## src/rtl/mac_decap.sv

```systemverilog
// GMII receive decapsulator: strips preamble/SFD and FCS, streams DA..payload, flags bad frames.
// Build option MAC_DECAP_STATS_EN adds saturating good/bad/CRC-error frame counters.
module mac_decap #(
    parameter int MIN_FRAME_LENGTH = 64,
    parameter int MAX_FRAME_LENGTH = 1518
) (
    input  logic        clk,
    input  logic        reset,
    input  logic        clk_enable,
    input  logic [7:0]  gmii_rxd,
    input  logic        gmii_rxdv,
    input  logic        gmii_rxer,
    input  logic        promiscuous,
    input  logic [47:0] mac_address,
    output logic [7:0]  m_tdata,
    output logic        m_tvalid,
    output logic        m_tlast,
    output logic        m_tuser,
    output logic        rx_frame_good,
    output logic        rx_frame_bad
`ifdef MAC_DECAP_STATS_EN
    ,
    output logic [31:0] stat_good_frames,
    output logic [31:0] stat_bad_frames,
    output logic [31:0] stat_crc_errors
`endif
);

    localparam int          CW          = $clog2(MAX_FRAME_LENGTH + 2);
    localparam logic [31:0] CRC_RESIDUE = 32'hDEBB20E3;

    typedef enum logic [1:0] {S_IDLE, S_PREAMBLE, S_DATA, S_DROP} state_t;

    state_t        r_state;
    state_t        w_state_next;
    logic          r_prev_dv;
    logic [CW-1:0] r_count;
    logic [31:0]   r_crc;
    logic [7:0]    r_sr [5];
    logic          r_err;
    logic          r_da_mac;
    logic          r_da_bcast;

    logic [7:0]    w_mac_byte [8];
    logic [31:0]   w_crc_next;
    logic          w_too_long;
    logic          w_end_bad;
    logic          w_sfd;
    logic          w_byte;
    logic          w_emit;
    logic          w_last;
    logic          w_user;
    logic          w_good;
    logic          w_bad;

    function automatic logic [31:0] crc_byte(input logic [31:0] crc, input logic [7:0] d);
        logic [31:0] c;
        c = crc ^ {24'h0, d};
        for (int i = 0; i < 8; i++)
            c = c[0] ? ((c >> 1) ^ 32'hEDB88320) : (c >> 1);
        return c;
    endfunction

    // Station address split into wire-order bytes, padded so a 3-bit count can index it.
    generate
        for (genvar gi = 0; gi < 8; gi++) begin : g_mac_byte
            if (gi < 6) begin : g_addr
                assign w_mac_byte[gi] = mac_address[47 - 8*gi -: 8];
            end else begin : g_pad
                assign w_mac_byte[gi] = 8'h00;
            end
        end
    endgenerate

    assign w_crc_next = crc_byte(r_crc, gmii_rxd);
    assign w_too_long = (r_count >= CW'(MAX_FRAME_LENGTH));
    assign w_end_bad  = (r_crc != CRC_RESIDUE) | r_err
                      | (r_count < CW'(MIN_FRAME_LENGTH))
                      | ~(promiscuous | r_da_mac | r_da_bcast);

    always_ff @(posedge clk) begin
        if (reset) r_state <= S_IDLE;
        else       r_state <= w_state_next;
    end

    always_comb begin
        w_state_next = r_state;
        w_sfd        = 1'b0;
        w_byte       = 1'b0;
        w_emit       = 1'b0;
        w_last       = 1'b0;
        w_user       = 1'b0;
        w_good       = 1'b0;
        w_bad        = 1'b0;
        if (clk_enable) begin
            case (r_state)
                S_IDLE: begin
                    if (gmii_rxdv && !r_prev_dv && gmii_rxd == 8'h55)
                        w_state_next = S_PREAMBLE;
                end
                S_PREAMBLE: begin
                    if (!gmii_rxdv) begin
                        w_state_next = S_DROP;
                    end else if (gmii_rxd == 8'hD5) begin
                        w_state_next = S_DATA;
                        w_sfd        = 1'b1;
                    end else if (gmii_rxd != 8'h55) begin
                        w_state_next = S_DROP;
                    end
                end
                S_DATA: begin
                    if (gmii_rxdv) begin
                        if (w_too_long) begin
                            w_emit       = 1'b1;
                            w_last       = 1'b1;
                            w_user       = 1'b1;
                            w_bad        = 1'b1;
                            w_state_next = S_DROP;
                        end else begin
                            w_byte = 1'b1;
                            w_emit = (r_count >= CW'(5));
                        end
                    end else begin
                        w_state_next = S_IDLE;
                        // Frames of 4 bytes or less never filled the delay line: nothing to close.
                        if (r_count <= CW'(4)) begin
                            w_bad = 1'b1;
                        end else begin
                            w_emit = 1'b1;
                            w_last = 1'b1;
                            w_user = w_end_bad;
                            w_good = ~w_end_bad;
                            w_bad  = w_end_bad;
                        end
                    end
                end
                S_DROP: begin
                    if (!gmii_rxdv) w_state_next = S_IDLE;
                end
                default: w_state_next = S_IDLE;
            endcase
        end
    end

    always_ff @(posedge clk) begin
        if (reset) begin
            r_prev_dv  <= 1'b1;
            r_count    <= '0;
            r_crc      <= '1;
            r_err      <= 1'b0;
            r_da_mac   <= 1'b0;
            r_da_bcast <= 1'b0;
            for (int i = 0; i < 5; i++) r_sr[i] <= '0;
        end else begin
            if (clk_enable) r_prev_dv <= gmii_rxdv;
            if (w_sfd) begin
                r_count    <= '0;
                r_crc      <= '1;
                r_err      <= gmii_rxer;
                r_da_mac   <= 1'b1;
                r_da_bcast <= 1'b1;
            end else if (w_byte) begin
                r_crc <= w_crc_next;
                if (r_count != '1) r_count <= r_count + 1'b1;
                r_err   <= r_err | gmii_rxer;
                r_sr[0] <= gmii_rxd;
                for (int i = 1; i < 5; i++) r_sr[i] <= r_sr[i-1];
                if (r_count < CW'(6)) begin
                    r_da_mac   <= r_da_mac & (gmii_rxd == w_mac_byte[r_count[2:0]]);
                    r_da_bcast <= r_da_bcast & (gmii_rxd == 8'hFF);
                end
            end
        end
    end

    always_ff @(posedge clk) begin
        if (reset) begin
            m_tdata       <= '0;
            m_tvalid      <= 1'b0;
            m_tlast       <= 1'b0;
            m_tuser       <= 1'b0;
            rx_frame_good <= 1'b0;
            rx_frame_bad  <= 1'b0;
        end else begin
            m_tvalid      <= w_emit;
            m_tlast       <= w_last;
            m_tuser       <= w_user;
            rx_frame_good <= w_good;
            rx_frame_bad  <= w_bad;
            if (w_emit) m_tdata <= r_sr[4];
        end
    end

`ifdef MAC_DECAP_STATS_EN
    logic w_crc_fail;
    assign w_crc_fail = clk_enable && (r_state == S_DATA) && !gmii_rxdv && (r_crc != CRC_RESIDUE);

    always_ff @(posedge clk) begin
        if (reset) begin
            stat_good_frames <= '0;
            stat_bad_frames  <= '0;
            stat_crc_errors  <= '0;
        end else begin
            if (w_good && stat_good_frames != '1) stat_good_frames <= stat_good_frames + 1'b1;
            if (w_bad && stat_bad_frames != '1)   stat_bad_frames  <= stat_bad_frames + 1'b1;
            if (w_crc_fail && stat_crc_errors != '1) stat_crc_errors <= stat_crc_errors + 1'b1;
        end
    end
`endif

endmodule

```

## config.mk

```make
export PLATFORM = sky130hd
export DESIGN_NAME = mac_decap
export DESIGN_NICKNAME = d
export VERILOG_FILES = /design/src/rtl/mac_decap.sv
export SDC_FILE = /design/constraint.sdc
export NUM_CORES = 1
export LEC_CHECK = 0
export CAP_MARGIN = 25
export CORE_MARGIN = 8
export CORE_UTILIZATION = 59
export DETAILED_ROUTE_END_ITERATION = 12
export PLACE_DENSITY = 0.94
export SLEW_MARGIN = 20
export SYNTH_ARGS = -nofsm -noshare
export SYNTH_HDL_FRONTEND = slang
export SYNTH_SLANG_ARGS = --single-unit
export TNS_END_PERCENT = 50
```

## constraint.sdc

```tcl
create_clock -name clk -period 5.6 [get_ports clk]
set_input_delay 1.12 -clock clk [delete_from_list [all_inputs] [get_ports clk]]
set_output_delay 1.12 -clock clk [all_outputs]
set_load 0.03 [all_outputs]
```

# [After elaboration in Yosys (flattened, before gate mapping)]
# Memory sizes are Yosys's and may differ from the RTL's. A register that Yosys moved wholly into a read port is not among the register bits.
# Cells that the tools add are included.
[op_classes] n_addsub=1 n_lt_le_gt_ge=6 n_eq_ne=14 n_mux=57 bitwise_logic=27 reduce_logical=12
[op_table] op="$mux 32" count=8
[op_table] op="$not 13->14" count=8
[op_table] op="$mux 8" count=7
[op_table] op="$mux 1" count=33
[op_table] op="$ne 32x32->1 const B" count=1
[op_table] op="$xor 32x8->32" count=1
[op_table] op="$bmux 8 s3" count=1
[op_table] op="$eq 8x8->1 const B" count=2
[op_table] op="$mux 2" count=7
[op_table] op="$add 11x1->11 const B" count=1
[op_table] op="$ge 11x11->1 const B" count=1
[op_table] op="$ge 11x3->1 const B" count=1
[op_table] op="$le 11x3->1 const B" count=1
[op_table] op="$lt 11x3->1 const B" count=1
[op_table] op="$lt 11x7->1 const B" count=1
[op_table] op="$ne 11x11->1 const B" count=1
[op_table] op="$or 1x1->1" count=11
[op_table] op="$eq 8x7->1 const B" count=1
[op_table] op="$eq 8x8->1" count=1
[op_table] op="$ne 8x7->1 const B" count=1
[op_table] op="$pmux 2 s4" count=1
[op_table] op="$reduce_and 5->1" count=1
[op_table] op="$reduce_or 5->1" count=1
[op_table] op="$eq 2x2->1 const B" count=2
[op_table] op="15 further kinds" count=23
[word_totals] regBits=54 ramBits=40 inputBits=62 out_inout_bits=13 wordCells=130 memories=1
[mem_list] memory="r_sr" depth=5 width=8 rd=5 rd_ports_with_merged_regs=1 write_ports=5 line_no="39" rtl="logic [7:0] r_sr [5];"

# [Logic depth before layout (Yosys ltp)]
# Gate-level depths: netlist (run 1).
[depth] word_depth=17 mapped_depth=11 ltp_nobuf=7

# [Least setup slack after synthesis (run 1)]
# Ideal clock, no wire load.
[synth_timing] path_type="input port to flip-flop" start="input port gmii_rxdv" end="memory r_sr[0][0] (enable)" setup_ps=404 arrival_time_ps=2861 required_time_ps=5196 slack_ps=2336 stages=5 path_buffers=1 path_cell_list="nand4b_1 a21oi_1 nand2_1 buf_2 nand2b_1"
[synth_lines] element="start, declared" line_no="11" rtl="input logic gmii_rxdv,"
[synth_lines] element="end, declared" line_no="39"

==> results of run 1 <==
## path summary, 6_finish.rpt
check	slack [ns]	endpoint	depth (start not counted)	start
worst max-delay path	1.84	r_sr[0][1]	6	gmii_rxdv
worst min register to register	0.48	r_prev_dv	2	r_prev_dv
worst max register to register	2.17	r_sr[0][1]	6	r_count[1]
worst min-delay path	0.48	r_prev_dv	2	r_prev_dv
## placed cells by master, fill, tap and decap left out, types with 2 or more instances in the layout
| cell | synthesis | final |
|---|---|---|
| clkdlybuf4s50_1 | 0 | 74 |
| dfxtp_1 | 62 | 62 |
| nand2_1 | 54 | 54 |
| xnor2_1 | 50 | 50 |
| and2_1 | 40 | 40 |
| edfxtp_1 | 40 | 40 |
| nor2_1 | 30 | 30 |
| xor2_1 | 24 | 24 |
| o211ai_1 | 23 | 23 |
| a21oi_1 | 17 | 17 |
| nand3_1 | 17 | 17 |
| mux2i_1 | 11 | 11 |
| inv_1 | 9 | 9 |
| clkbuf_8 | 0 | 9 |
| nand4_1 | 8 | 8 |
| nor3_1 | 8 | 8 |
| mux4_2 | 8 | 8 |
| o21ai_0 | 7 | 7 |
| or3_1 | 6 | 6 |
| mux2_2 | 5 | 5 |
| xnor2_2 | 4 | 4 |
| nor4bb_1 | 4 | 4 |
| buf_4 | 0 | 4 |
| xor2_2 | 3 | 3 |
| xnor2_4 | 3 | 3 |
| nor2b_1 | 3 | 3 |
| a31oi_1 | 3 | 3 |
| nor4_1 | 3 | 3 |
| a211oi_1 | 3 | 3 |
| a22oi_1 | 3 | 3 |
| ha_1 | 3 | 3 |
| clkinv_8 | 0 | 3 |
| a211o_1 | 2 | 2 |
| and4b_1 | 2 | 2 |
| xnor3_1 | 2 | 2 |
| o211ai_2 | 2 | 2 |
| inv_6 | 0 | 2 |
## report_power, final
group,switching (mW),internal (mW),total (mW)
Clock,0.283,0.180,0.462
Combinational,0.0968,0.107,0.204
Sequential,0.00266,0.780,0.782
Total,0.382,1.07,1.45
## per-layer routing
metal	global-route usage	vias up
li1	-	1917
met1	0.243	1937
met2	0.350	191
met3	0.0455	36
met4	0.0866	0
met5	0	-
## sequential cells by signal, indices dropped and copies added, names as in the netlist
name	flops
rx_frame_bad	1
m_tuser	1
m_tlast	1
r_da_bcast	1
r_sr	40
r_state	2
r_da_mac	1
m_tvalid	1
r_crc	32
r_prev_dv	1
m_tdata	8
rx_frame_good	1
r_err	1
r_count	11
## area by class of cell
type,instances,area share
clock inverter,7,0.0135
tap,111,0.0217
timing repair buffer,78,0.120
inverter,10,0.00586
multi-input combinational,371,0.438
sequential,102,0.381
clock buffer,9,0.0193
## per-stage QoR
stage	utilization	hold slack, ns	cells	area, um2	setup slack (ns)
5_1_grt	0.707	0.520	688	6410	1.61
3_5_place_dp	0.684	0.459	672	6200	1.52
2_1_floorplan	-	0.430	513	5410	2.34
4_1_cts	0.707	0.485	688	6410	1.87
3_3_place_gp	0.684	0.445	672	6200	1.67
6_report	0.707	0.484	688	6410	1.84
## cells by family (layout without fill, tap and decap cells)
group | count (synthesis) | in the layout | synth area share
flops | 102 | 102 | 0.452
simple gates | 186 | 186 | 0.180
compound gates | 69 | 69 | 0.0896
buf+inv | 40 | 104 | 0.0296
xor+xnor | 89 | 89 | 0.178
mux | 24 | 24 | 0.0641
fa+ha+maj | 3 | 3 | 0.00694
## worst max-delay path, stage by stage
cell             delay, ns
clkdlybuf4s50_1       0.71
nand4b_1              0.18
a21oi_1               0.54
nand2_1               0.12
buf_4                 0.32
nand2b_2              0.74
==> metrics.cfg, run 1 <==
[die]
die_h_um=112
rows=35
core_area_mm2=0.00906
num_io_pins=75
dieWidth_um=112
initial_core_util=0.596
die_area_mm2=0.0125

[grt]
grt_usage=0.205
grt_pass1_wl_um=20600
grt_overflow_total=0
grt_pass1_vias=4097
grt_max_degree=58
antenna_found_initial=0

[cts]
htree_levels=3
holdBufCountCts=0
path_clk_slew_ns=0.11
ctsResizeCount=0
cts_made_buffers=9
cts_root_buffer=clkbuf_8
cts.path.max_buffers=2
post_cts_buffers=0
cts.sink_count=102
worstSkewPairLatency_ns=0.38
tritoncts=built

[route]
num_vias=4081
wl_met1_um=4960
wirelength_um=12600
firstDrtPassIters=7
post_drt_wl_per_cell_um=18.3
highest-signal-layer=met4
drcViolationCount=0
vias_per_cell=5.93
antenna_left=0
drt_iter0_drc=374
wl_met2_um=6340
dr_wl_met3_um=930

[placement]
place.gp.congestion=0.897
io_buffers=74
hpwl_um=9060

[setup_path]
cp_data_required_time_ns=5.60
critPathKind=input pin to register
cp.arrival_ns=3.77
crit_fanout=57
start_kind=input pin
cp-end-kind=register

[sta]
timing.final.crit_share=0.672
setup_tns_ns=0
fmax_mhz=266
slew_violations=0
skew_ns=0.0119
tightest_slew_ns=0.933
final_hold_viol_count=0
max_slew_margin=0.378
setup_violations=0
period_minus_slack_ns=3.76
rsz0062_at_grt=false

[logic_synthesis]
synthArstFlopShare=0
synthesis.nets=578
synth_area_leaders=dfxtp_1, edfxtp_1, xnor2_1
yosysWarningCount=0
yosys.cell_types.count=59
synth.top_cells.by_count=dfxtp_1, nand2_1, xnor2_1, and2_1, edfxtp_1
yosys.area.top_type=dfxtp_1
synthesis.area_mm2=0.00541
synthCells=513
synth-main-ff-cell=dfxtp_1
synth_top_area_frac=0.230
avgSynthCellArea_um2=10.5
yosysMostFrequentCell=dfxtp_1
synth_seq_cells=102
synth_edf_count=40
synth_seq_area_share=0.452

[job]
maxCapViolations=0

[power]
power.leakage_nw=2.39
vdd_drop_max_uv=221
power_density_mw_per_mm2=226
total_power_mw=1.45

[layout]
final.fill_count=593
fin_nets=637
seq_area_mm2=0.00244
final_layout_size_suffix_gt1_frac=0.0901
multiInputGateArea_mm2=0.00281
area_growth_pct=18.5
antenna_cells=0

[status]
status=complete, no violations

[worst_hold_path]
worstHoldPathType=register to register

No activity file was read; power rests on OpenSTA's default activity.
==> run 2, diff against run 1 <==
--- a/config.mk
+++ b/config.mk
@@ -7,9 +7,9 @@
 export LEC_CHECK = 0
 export CAP_MARGIN = 25
 export CORE_MARGIN = 8
-export CORE_UTILIZATION = 59
+export CORE_UTILIZATION = 50
 export DETAILED_ROUTE_END_ITERATION = 12
-export PLACE_DENSITY = 0.94
+export PLACE_DENSITY = 0.86
 export SLEW_MARGIN = 20
 export SYNTH_ARGS = -nofsm -noshare
 export SYNTH_HDL_FRONTEND = slang
==> constraint.sdc (replaced) <==
create_clock -name clk -period 3.2 [get_ports clk]
set_input_delay 0.64 -clock clk [delete_from_list [all_inputs] [get_ports clk]]
set_output_delay 0.64 -clock clk [all_outputs]
set_load 0.03 [all_outputs]
==> run 2 against run 1 <==
- critical path depth stayed put
- global-route usage is 3.4 points lower
- final area rose by 2.2%
- total power increased by 72%
- combinational power is 78% higher
- flip-flop and latch count stayed put
- clock skew up 0.0075 ns
- largest power group unchanged
- clock power increased by 66%
==> metrics.cfg, run 2 (synthesis results as in run 1) <==
[cts]
post_cts_buffers=0  ; unchanged
cts.sink_count=102  ; unchanged
ctsResizeCount=0  ; unchanged
tritoncts=built  ; unchanged
worstSkewPairLatency_ns=0.36  ; was 0.38 ns
htree_levels=3  ; unchanged
path_clk_slew_ns=0.10  ; was 0.11 ns
cts.path.max_buffers=2  ; unchanged
cts_root_buffer=clkbuf_8  ; unchanged
holdBufCountCts=0  ; unchanged
cts_made_buffers=9  ; unchanged

[placement]
hpwl_um=9150  ; was 9060 um
place.gp.congestion=0.877  ; was 0.897
place_inst=715  ; was 672
io_buffers=74  ; unchanged

[grt]
grt_pass1_vias=3998  ; was 4097
grt_max_degree=56  ; was 58
grt_overflow_total=0  ; unchanged
grt_usage=0.171  ; was 0.205
antenna_found_initial=0  ; unchanged
grt_pass1_wl_um=19900  ; was 20600 um

[worst_hold_path]
worstHoldPathType=register to register  ; unchanged

[power]
power.leakage_nw=2.46  ; was 2.39 nW
vdd_drop_max_uv=237  ; was 221 uV
power_density_mw_per_mm2=381  ; was 226 mW/mm2

[sta]
tightest_slew_ns=0.642  ; was 0.933 ns
timing.final.crit_share=0.822
skew_ns=0.0194  ; was 0.0119 ns
setup_tns_ns=0  ; unchanged
setup_violations=0  ; unchanged
rsz0062_at_grt=false  ; unchanged
max_slew_margin=0.568  ; was 0.378
period_minus_slack_ns=2.63
slew_violations=0  ; unchanged
final_hold_viol_count=0  ; unchanged
fmax_mhz=380

[setup_path]
start_kind=input pin  ; unchanged
critPathKind=input pin to register  ; unchanged
cp-end-kind=register  ; unchanged
crit_fanout=6  ; was 57
cp.arrival_ns=2.93  ; was 3.77 ns
cp_data_required_time_ns=3.50  ; was 5.60 ns

[die]
initial_core_util=0.505  ; was 0.596
dieWidth_um=120  ; was 112 um
die_h_um=120  ; was 112 um
num_io_pins=75  ; unchanged
die_area_mm2=0.0144  ; was 0.0125 mm2
core_area_mm2=0.0107  ; was 0.00906 mm2
rows=38  ; was 35

[layout]
layout_commonest_cell=clkdlybuf4s50_1  ; unchanged
final_util=0.612  ; was 0.707
regMostFlops=r_sr  ; unchanged
multiInputGateArea_mm2=0.00281  ; unchanged
largest_reg_flops=40  ; unchanged
final_layout_size_suffix_gt1_frac=0.110  ; was 0.0901
final.fill_count=862  ; was 593
area_growth_pct=21.2  ; was 18.5%
fin_nets=651  ; was 637
seq_area_mm2=0.00244  ; unchanged
mostFrequentLayoutCells=clkdlybuf4s50_1, dfxtp_1, nand2_1  ; unchanged
antenna_cells=0  ; unchanged
reg_top3=r_sr x40, r_crc x32, r_count x11  ; unchanged
instances_no_fill=731  ; was 688

[route]
drt_iter0_drc=322  ; was 374
drcViolationCount=0  ; unchanged
num_vias=4016  ; was 4081
post_drt_wl_per_cell_um=16.6  ; was 18.3 um
vias_per_cell=5.49  ; was 5.93
wirelength_um=12100  ; was 12600 um
firstDrtPassIters=6  ; was 7
antenna_left=0  ; unchanged

[job]
maxCapViolations=0  ; unchanged

[status]
status=complete, no violations  ; unchanged

-- run 2: worst max-delay path: stages --
cell             delay [ns]
clkdlybuf4s50_1        0.69
xor2_2                 0.33
xnor3_2                0.54
xnor2_1                0.31
xnor3_1                0.28
o211ai_2               0.13
-- run 2: metrics by stage --
stage / cell area, um2 / hold WS (ns) / total power [mW] / setup WS, ns
after global routing: 6550 / 0.517 / 2.60 / 0.534
after floorplan: 5410 / 0.430 / 1.63 / 0.410
after global placement: 6360 / 0.443 / 1.75 / 0.222
after CTS: 6550 / 0.482 / 2.52 / 0.578
after detailed placement: 6360 / 0.463 / 1.76 / 0.201
final: 6550 / 0.488 / 2.50 / 0.570
-- run 2: layout make-up --
cell class | instances | area share
inverter | 10 | 0.00573
clock inverter | 7 | 0.00974
tap | 140 | 0.0267
sequential | 102 | 0.373
clock buffer | 9 | 0.0189
timing repair buffer | 92 | 0.138
multi-input combinational | 371 | 0.428
-- run 2: worst paths after layout --
kind | startpoint | end | slack (ns) | cells past startpoint
setup / recovery | gmii_rxd[1] | r_crc[23] | 0.57 | 6
hold / removal | r_err | r_err | 0.49 | 2
setup reg to reg | r_count[0] | r_da_mac | 0.78 | 6
hold reg to reg | r_err | r_err | 0.49 | 2
-- run 2: routing by layer --
| layer | up-vias | routed length, um | track usage |
|---|---|---|---|
| met5 | - | 0 | 0 |
| met4 | 0 | 272 | 0.0554 |
| met3 | 24 | 807 | 0.0503 |
| met2 | 134 | 6110 | 0.288 |
| met1 | 1914 | 4920 | 0.205 |
| li1 | 1944 | - | - |
-- run 2: report_power, final --
group / switching, mW / total (mW) / leakage, nW / internal, mW
Combinational: 0.166 / 0.363 / 1.45 / 0.198
Clock: 0.465 / 0.765 / 0.0954 / 0.300
Sequential: 0.00435 / 1.37 / 0.914 / 1.36
==> run 3, diff against run 2 <==
==> constraint.sdc (replaced) <==
create_clock -name clk -period 2.4 [get_ports clk]
set_input_delay 0.48 -clock clk [delete_from_list [all_inputs] [get_ports clk]]
set_output_delay 0.48 -clock clk [all_outputs]
set_load 0.03 [all_outputs]
==> run 3 against run 2 <==
- die area unchanged
- cell count up 5.2%
- global-route usage up 1.6 points
- core utilization increased by 3.3 points
- final area rose by 5.4%
- via count is 5.6% higher
- first-iteration DRC count fell by 5.3%
- register-to-register slack worse by 0.63 ns
==> metrics.cfg, run 3 (synthesis results as in run 1) <==
[status]
status=complete, no violations  ; unchanged

[power]
power.leakage_nw=2.68  ; was 2.46 nW
power_density_mw_per_mm2=496  ; was 381 mW/mm2
vdd_drop_max_uv=378  ; was 237 uV

[layout]
largest_reg_flops=40  ; unchanged
final.fill_count=818  ; was 862
antenna_cells=0  ; unchanged
layout_commonest_cell=clkdlybuf4s50_1  ; unchanged
finalInstanceArea_mm2=0.00691  ; was 0.00655 mm2
reg_top3=r_sr x40, r_crc x32, r_count x11  ; unchanged
fin_nets=689  ; was 651
mostFrequentLayoutCells=clkdlybuf4s50_1, dfxtp_1, nand2_1  ; unchanged
area_growth_pct=27.7  ; was 21.2%
regMostFlops=r_sr  ; unchanged
final_layout_size_suffix_gt1_frac=0.165  ; was 0.110

[placement]
place_area_mm2=0.00672  ; was 0.00636 mm2
io_buffers=74  ; unchanged
post-place-ws_ns=-0.233  ; was 0.201 ns
hpwl_um=10300  ; was 9150 um
place.gp.congestion=0.907  ; was 0.877

[grt]
grt_max_degree=34  ; was 56
grt_pass1_vias=4358  ; was 3998
grt_pass1_wl_um=21600  ; was 19900 um
antenna_found_initial=0  ; unchanged
grt_overflow_total=0  ; unchanged
grt_usage=0.186  ; was 0.171

[die]
initial_core_util=0.505  ; unchanged
die_h_um=120  ; unchanged
dieWidth_um=120  ; unchanged
die_area_mm2=0.0144  ; unchanged
num_io_pins=75  ; unchanged
core_area_mm2=0.0107  ; unchanged
rows=38  ; unchanged

[cts]
htree_levels=3  ; unchanged
cts_made_buffers=9  ; unchanged
post_cts_buffers=0  ; unchanged
cts_root_buffer=clkbuf_8  ; unchanged
holdBufCountCts=0  ; unchanged
cts.sink_count=102  ; unchanged
worstSkewPairLatency_ns=0.37  ; was 0.36 ns
tritoncts=built  ; unchanged
path_clk_slew_ns=0.11  ; was 0.10 ns
cts.path.max_buffers=2  ; unchanged
ctsResizeCount=0  ; unchanged

[sta]
tightest_slew_ns=0.531  ; was 0.642 ns
setup_violations=0  ; unchanged
timing.final.crit_share=0.953
rsz0062_at_grt=false  ; unchanged
fmax_mhz=437
fin_ws_ns=0.114  ; was 0.570 ns
period_minus_slack_ns=2.29
slew_violations=0  ; unchanged
skew_ns=0.0122  ; was 0.0194 ns
final_hold_viol_count=0  ; unchanged
max_slew_margin=0.644  ; was 0.568

[setup_path]
slowest_delay_ns=0.48  ; was 0.69 ns
cp.arrival_ns=2.60  ; was 2.93 ns
cp-end-kind=register  ; unchanged
crit_slowest_cell=clkdlybuf4s50_1  ; unchanged
critPathKind=input pin to register  ; unchanged
cp_data_required_time_ns=2.71  ; was 3.50 ns
worstPathCellList=clkdlybuf4s50_1 -> or3_1 -> nor4_1 -> or3b_1 -> a211o_1 -> a21oi_1  ; was clkdlybuf4s50_1 -> xor2_2 -> xnor3_2 -> xnor2_1 -> xnor3_1 -> o211ai_2
crit_fanout=2  ; was 6
start_kind=input pin  ; unchanged

[worst_hold_path]
worstHoldPathType=register to register  ; unchanged

[route]
drcViolationCount=0  ; unchanged
firstDrtPassIters=5  ; was 6
wirelength_um=13400  ; was 12100 um
antenna_left=0  ; unchanged
drt_iter0_drc=305  ; was 322
post_drt_wl_per_cell_um=17.4  ; was 16.6 um
num_vias=4239  ; was 4016
vias_per_cell=5.51  ; was 5.49

[job]
maxCapViolations=0  ; unchanged

[run 3: cell types whose count changed in the layout (fill, tap and decap cells not counted), sizes merged]
cell,change
buf,+38
[run 3: worst paths after layout]
kind,slack [ns],endpoint,cells past startpoint,start
worst max-delay path,0.11,r_state[0],6,gmii_rxd[1]
worst min-delay path,0.47,r_err,2,r_err
worst max register to register,0.15,r_da_mac,6,r_count[0]
worst min register to register,0.47,r_err,2,r_err
[run 3: metal layers]
layer,track usage,vias up,part of all wire
met5,0,-,0
met3,0.0474,38,0.065
li1,-,2017,-
met2,0.337,156,0.53
met1,0.205,2028,0.38
met4,0.0734,0,0.028
[run 3: cell type report]
cell class | count | area [um2] | share of cell area
multi-input combinational | 371 | 2810 | 0.407
tap | 140 | 175 | 0.0254
inverter | 10 | 37.5 | 0.00543
clock inverter | 7 | 66.3 | 0.00960
sequential | 102 | 2440 | 0.354
timing repair buffer | 130 | 1250 | 0.181
clock buffer | 9 | 124 | 0.0179
[run 3: worst max-delay path: cells and delay by family]
| kind | cells | cell delay (ns) |
|---|---|---|
| buf+inv | 1 | 0.48 |
| simple gates | 3 | 1.21 |
| compound gates | 2 | 0.43 |
[run 3: metrics by stage]
step / instances / power, mW / hold slack [ns] / TNS [ns] / util
4_1_cts: 769 / 3.45 / 0.463 / 0 / 0.645
2_1_floorplan: 513 / 2.17 / 0.430 / 0 / -
5_1_grt: 769 / 3.56 / 0.496 / 0 / 0.646
6_report: 769 / 3.42 / 0.467 / 0 / 0.646
3_3_place_gp: 753 / 2.40 / 0.446 / -0.810 / 0.628
3_5_place_dp: 753 / 2.42 / 0.447 / -2.62 / 0.628
[run 3: power by group]
part / switching (mW) / internal, mW
clock network: 0.642 / 0.403
registers: 0.00630 / 1.82
logic: 0.241 / 0.314
total: 0.890 / 2.54
